File: config.mk
export PLATFORM = sky130hd
export DESIGN_NAME = ex_mem_skid
export DESIGN_NICKNAME = d
export VERILOG_FILES = /design/src/rtl/ex_mem_skid_pkg.sv /design/src/rtl/ex_mem_slot.sv /design/src/rtl/ex_mem_skid.sv
export SDC_FILE = /design/constraint.sdc
export NUM_CORES = 1
export LEC_CHECK = 0
export ABC_AREA = 1
export BUFFER_PORTS_ARGS = -buffer_cell sky130_fd_sc_hd__buf_2
export CAP_MARGIN = 20
export CORE_ASPECT_RATIO = 1.5
export CORE_MARGIN = 5
export CORE_UTILIZATION = 30
export DETAILED_ROUTE_END_ITERATION = 8
export SLEW_MARGIN = 25
export SYNTH_ARGS = -nofsm -noshare
export SYNTH_HDL_FRONTEND = slang
export SYNTH_HIERARCHICAL = 1
export SYNTH_SLANG_ARGS = --single-unit
File: constraint.sdc
create_clock -name clk -period 1.25 [get_ports clk]
set_clock_uncertainty 0.15 [all_clocks]
set_input_delay 0.0625 -clock clk [delete_from_list [all_inputs] [get_ports clk]]
set_output_delay 0.0625 -clock clk [all_outputs]
set_load 0.03 [all_outputs]
File: src/rtl/ex_mem_skid_pkg.sv
// rtl/ex_mem_skid_pkg.sv - shared types and constants for the EX/MEM skid buffer
package ex_mem_skid_pkg;

  localparam int DATA_W_DEF = 16;
  localparam int REG_W_DEF  = 3;

  // Buffer fill level doubles as the FSM state encoding.
  typedef enum logic [1:0] {
    OCC_EMPTY = 2'd0,
    OCC_ONE   = 2'd1,
    OCC_FULL  = 2'd2
  } occ_state_t;

  // One instruction's worth of execute-stage results and memory-stage control.
  typedef struct packed {
    logic [DATA_W_DEF-1:0] out;
    logic                  zero;
    logic                  ofl;
    logic [DATA_W_DEF-1:0] wdata;
    logic [REG_W_DEF-1:0]  rd;
    logic                  wr_en;
    logic                  mem_rd;
    logic                  mem_wr;
    logic                  halt;
  } ex_mem_entry_t;

endpackage

File: src/rtl/ex_mem_slot.sv
// rtl/ex_mem_slot.sv - one entry-wide storage register with write enable and clear
module ex_mem_slot
  import ex_mem_skid_pkg::*;
(
  input  logic          clk,
  input  logic          rst_n,
  input  logic          clr_n,
  input  logic          we_i,
  input  ex_mem_entry_t d_i,
  output ex_mem_entry_t q_o
);

  ex_mem_entry_t entry_q;

  // Clear (reset or flush) takes priority over a write in the same cycle.
  always_ff @(posedge clk) begin
    if (!rst_n || !clr_n) begin
      entry_q <= '0;
    end else if (we_i) begin
      entry_q <= d_i;
    end
  end

  assign q_o = entry_q;

endmodule

File: src/rtl/ex_mem_skid.sv
// rtl/ex_mem_skid.sv - two-entry skid buffer between execute and memory stages
module ex_mem_skid
  import ex_mem_skid_pkg::*;
#(
  parameter int DATA_W = DATA_W_DEF,
  parameter int REG_W  = REG_W_DEF
) (
  input  logic              clk,
  input  logic              rst_n,
  input  logic              ex_valid,
  output logic              ex_ready,
  input  logic [DATA_W-1:0] ex_out,
  input  logic              ex_zero,
  input  logic              ex_ofl,
  input  logic [DATA_W-1:0] ex_wdata,
  input  logic [REG_W-1:0]  ex_rd,
  input  logic              ex_wr_en,
  input  logic              ex_mem_rd,
  input  logic              ex_mem_wr,
  input  logic              ex_halt,
  output logic              mem_valid,
  input  logic              mem_ready,
  output logic [DATA_W-1:0] mem_out,
  output logic              mem_zero,
  output logic              mem_ofl,
  output logic [DATA_W-1:0] mem_wdata,
  output logic [REG_W-1:0]  mem_rd,
  output logic              mem_wr_en,
  output logic              mem_mem_rd,
  output logic              mem_mem_wr,
  output logic              mem_halt,
  input  logic              flush,
  input  logic              ofl_clr,
  output logic              ofl_sticky,
  output logic              halt_seen,
  output logic [1:0]        occupancy
);

  occ_state_t    state_q, state_d;
  logic          wr_ptr_q, wr_ptr_d;
  logic          rd_ptr_q, rd_ptr_d;
  logic          ready_q, ready_d;
  logic          halt_q, halt_d;
  logic          ofl_q, ofl_d;

  logic          accept;
  logic          release_w;
  logic          we0, we1;
  ex_mem_entry_t in_entry;
  ex_mem_entry_t slot0_q, slot1_q;
  ex_mem_entry_t head;
  ex_mem_entry_t mem_entry;

  assign accept    = ex_valid & ready_q;
  assign mem_valid = (state_q != OCC_EMPTY);
  assign release_w = mem_valid & mem_ready;

  assign in_entry = '{
    out:    ex_out,
    zero:   ex_zero,
    ofl:    ex_ofl,
    wdata:  ex_wdata,
    rd:     ex_rd,
    wr_en:  ex_wr_en,
    mem_rd: ex_mem_rd,
    mem_wr: ex_mem_wr,
    halt:   ex_halt
  };

  // An accept coinciding with flush is dropped, so it must not touch a slot.
  assign we0 = accept & ~flush & (wr_ptr_q == 1'b0);
  assign we1 = accept & ~flush & (wr_ptr_q == 1'b1);

  ex_mem_slot u_slot0 (
    .clk   (clk),
    .rst_n (rst_n),
    .clr_n (~flush),
    .we_i  (we0),
    .d_i   (in_entry),
    .q_o   (slot0_q)
  );

  ex_mem_slot u_slot1 (
    .clk   (clk),
    .rst_n (rst_n),
    .clr_n (~flush),
    .we_i  (we1),
    .d_i   (in_entry),
    .q_o   (slot1_q)
  );

  // Occupancy FSM, pointers, halt latch, ready and sticky overflow next-state.
  always_comb begin
    state_d  = state_q;
    wr_ptr_d = wr_ptr_q ^ accept;
    rd_ptr_d = rd_ptr_q ^ release_w;
    halt_d   = halt_q | (accept & ex_halt);
    ofl_d    = ofl_q;

    unique case (state_q)
      OCC_EMPTY: if (accept) state_d = OCC_ONE;
      OCC_ONE: begin
        if (accept && !release_w)      state_d = OCC_FULL;
        else if (release_w && !accept) state_d = OCC_EMPTY;
      end
      OCC_FULL:  if (release_w) state_d = OCC_ONE;
      default:   state_d = OCC_EMPTY;
    endcase

    if (flush) begin
      state_d  = OCC_EMPTY;
      wr_ptr_d = 1'b0;
      rd_ptr_d = 1'b0;
      halt_d   = 1'b0;
    end

    // A delivery during flush still counts; set beats clear.
    if (release_w && head.ofl) begin
      ofl_d = 1'b1;
    end else if (ofl_clr) begin
      ofl_d = 1'b0;
    end

    ready_d = (state_d != OCC_FULL) & ~halt_d;
  end

  // State registers; reset overrides flush and any handshake.
  always_ff @(posedge clk) begin
    if (!rst_n) begin
      state_q  <= OCC_EMPTY;
      wr_ptr_q <= 1'b0;
      rd_ptr_q <= 1'b0;
      ready_q  <= 1'b0;
      halt_q   <= 1'b0;
      ofl_q    <= 1'b0;
    end else begin
      state_q  <= state_d;
      wr_ptr_q <= wr_ptr_d;
      rd_ptr_q <= rd_ptr_d;
      ready_q  <= ready_d;
      halt_q   <= halt_d;
      ofl_q    <= ofl_d;
    end
  end

  assign head      = rd_ptr_q ? slot1_q : slot0_q;
  assign mem_entry = mem_valid ? head : '0;

  assign mem_out    = mem_entry.out;
  assign mem_zero   = mem_entry.zero;
  assign mem_ofl    = mem_entry.ofl;
  assign mem_wdata  = mem_entry.wdata;
  assign mem_rd     = mem_entry.rd;
  assign mem_wr_en  = mem_entry.wr_en;
  assign mem_mem_rd = mem_entry.mem_rd;
  assign mem_mem_wr = mem_entry.mem_wr;
  assign mem_halt   = mem_entry.halt;

  assign ex_ready   = ready_q;
  assign halt_seen  = halt_q;
  assign ofl_sticky = ofl_q;
  assign occupancy  = state_q;

endmodule
==> out/metrics.yaml <==
synthMuxAreaShare_pct: 0
crit_arrival_ns: 1.77
vdd_ir_drop_max_mv: 0.549
route.antenna.remaining_nets: 0
first_global_vias: 5280
start_util_pct: 30.4
drt-vias-per-instance: 4.54
fmaxAchievable_ghz: 0.607
synth_top_family_by_area: "simple AND/OR/NAND/NOR gates"
crit_path_max_fanout: 5
pre_cts_slack_ns: -0.143
filler_cell_count: 1234
worstSetupStartpointType: "flop"
synth_adder_area_share_pct: 0
routed_wire_length_per_instance_um: 16.1
fp-row-count: 55
syn_nets: 755
overflow: 0
nets: 950
drt_iter0_markers: 174
synth_compound_gate_area_share_pct: 4.88
ys_warn_count: 6
finalCritPeriodShare_pct: 132
die_h_um: 161
drcViolationCount: 0
netSwitchingFraction_pct: 27.0
setup_violation_total_in_the_final_timing_report: 129
worstMarginPinSlew_ns: 0.247
synthXorXnorAreaFrac_pct: 0
die_ar_mm2: 0.0178
post-route-min-period_ns: 1.65
power_frac_seq_pct: 42.2
rsz0062_at_grt: "true"
timing.max_slew.rel_slack_pct: 83.5
dr_total_vias: 5032
area_growth_syn_to_layout_pct: 102
cts_buffers: 9
post_synth_and_or_nand_nor_area_fraction_pct: 41.1
synth.avg_cell_area_um2: 6.45
grt_antenna_before_repair: 1
layout_setup_ws_ns: -0.396
worst_setup_hold_path_clk_slew_ns: 0.06
cts_buffer_depth: 2
pins_over_slew_limit: 0
grt_start_max_net_pins: 23
floorplan.io_pins: 94
min_path_type: "primary input to flop"
cts_root_buf: "clkbuf_16"
power.internal_uw: 5040
port_buffers: 93
fin_hold_ws_ns: 0.153
post_route_cells_drive_above_1_share_pct: 60.1
cap_viol_max_count: 0
post_synthesis_sequential_area_ratio_pct: 39.0
fp.coreArea_mm2: 0.0150
grt_pass1_wl_mm: 27.7
die-width_um: 111
power_frac_comb_pct: 17.9
cts_num_sinks: 89
hpwl_mm: 7.83
critical_path.endpoint_type: "flop"
drt_pass1_iterations: 4
synth_cell_area_mm2: 0.00456
report.final.hold_viol_count: 0
cts_tree: "built"
global_route.usage.total_pct: 19.5
detail_route.wirelength_mm: 17.8
post_synth_num_cell_types: 16
layout.cells.most_common: "nand2_1"
power.static_leakage_uw: 0.00386
synth.ff_latch_count: 89
gp_congestion: 0.721
violations: "negative setup slack"
required_ns: 1.38
p_per_area_mw_per_mm2: 749
layout.cells.most_common_list: "nand2_1, nand2_2, inv_1, dfxtp_1"
run_status: "complete, but fails checks"
clockPowerShare_pct: 39.9
critPathKind: "flop to flop"
netlist_instances: 708
switchingPower_uw: 1860
clock_latency_ns: 0.34
h-tree-depth: 3
final cells by class:
class	count	area, um^2	area share, %
Tap cell	199	249	2.70
Clock inverter	3	21.3	0.231
Antenna cell	1	2.50	0.0272
Sequential cell	89	1790	19.5
Multi-Input combinational cell	488	3760	40.8
Timing Repair Buffer	223	2760	29.9
Clock buffer	13	282	3.05
Inverter	92	353	3.83
Yosys cell counts:
master,number,share of area [%]
nand3_1,3,0.33
clkinv_2,1,0.11
nor3_1,2,0.22
nand4_1,1,0.14
nor2_1,97,8.0
a21boi_0,1,0.16
buf_6,22,5.4
buf_2,16,1.8
buf_4,1,0.16
nand2_1,262,22
dfxtp_1,89,39
inv_2,3,0.25
inv_1,88,7.2
nor2_2,78,11
a21oi_1,43,4.7
nor2_4,1,0.25
metrics by stage:
step	TNS [ns]	total power, uW	instance area, um^2	cells	utilization, %
floorplan	-3.02	3380	5050	708	-
global route	-41.76	7170	9220	1108	61.4
detailed placement	-11.11	3610	5830	985	38.9
global placement	-9.73	3610	5830	985	38.9
finish	-35.76	6910	9220	1108	61.4
CTS	-40.58	6840	8840	1111	58.9
worst max-delay path, stage by stage (launching register included):
cell and delay, ns:
dfxtp_2 0.34, inv_2 0.05, buf_6 0.11, nor3_4 0.17
buf_6 0.15, buf_12 0.12, buf_12 0.11, buf_12 0.11
buf_16 0.13, nor2_2 0.04, nor2_1 0.09
registers in the layout (all words and copies together), names as in the netlist:
| register | count |
|---|---|
| wr_ptr_q | 1 |
| halt_seen | 1 |
| u_slot0/q_o | 41 |
| ofl_sticky | 1 |
| rd_ptr_q | 1 |
| u_slot1/q_o | 41 |
| ex_ready | 1 |
| occupancy | 2 |
worst paths after layout:
check | to | cells after the start | start | slack (ns)
max | u_slot1/q_o[36] | 10 | wr_ptr_q | -0.40
max reg2reg | u_slot1/q_o[36] | 10 | wr_ptr_q | -0.40
min | halt_seen | 5 | flush | 0.15
min reg2reg | ofl_sticky | 2 | ofl_sticky | 0.33
kinds of logic (layout without fill, tap and decap cells):
kind of cell	count (synthesis)	in the layout
flops	89	89
buf+inv	131	331
compound gates	44	44
simple gates	444	444
other cells	0	1
power groups by stage:
stage | clock network, uW | logic [uW] | registers, uW
2_1_floorplan | 0 | 418 | 2960
3_3_place_gp | 0 | 652 | 2960
3_5_place_dp | 0 | 654 | 2960
4_1_cts | 2800 | 1130 | 2910
5_1_grt | 2930 | 1330 | 2920
6_report | 2750 | 1240 | 2910
routing by layer:
| metal | vias up | global-route usage (%) | share of wire (%) |
|---|---|---|---|
| met5 | - | 0 | 0 |
| met4 | 0 | 6.83 | 3.1 |
| met3 | 37 | 3.71 | 4.8 |
| met2 | 142 | 35.2 | 53 |
| met1 | 2383 | 22.9 | 39 |
| li1 | 2470 | - | - |
timing repair:
item / CTS / global route
cloned: 26 / 5
setup endpoints to repair: 125 / 131
pin swaps: 145 / 47
endpoints found under the hold margin: 89 / 0
setup buffers: 38 / 5
gates resized for setup: 323 / 173
hold buffers: 46 / 0
Note: power is estimated with default switching activity, not from simulation.
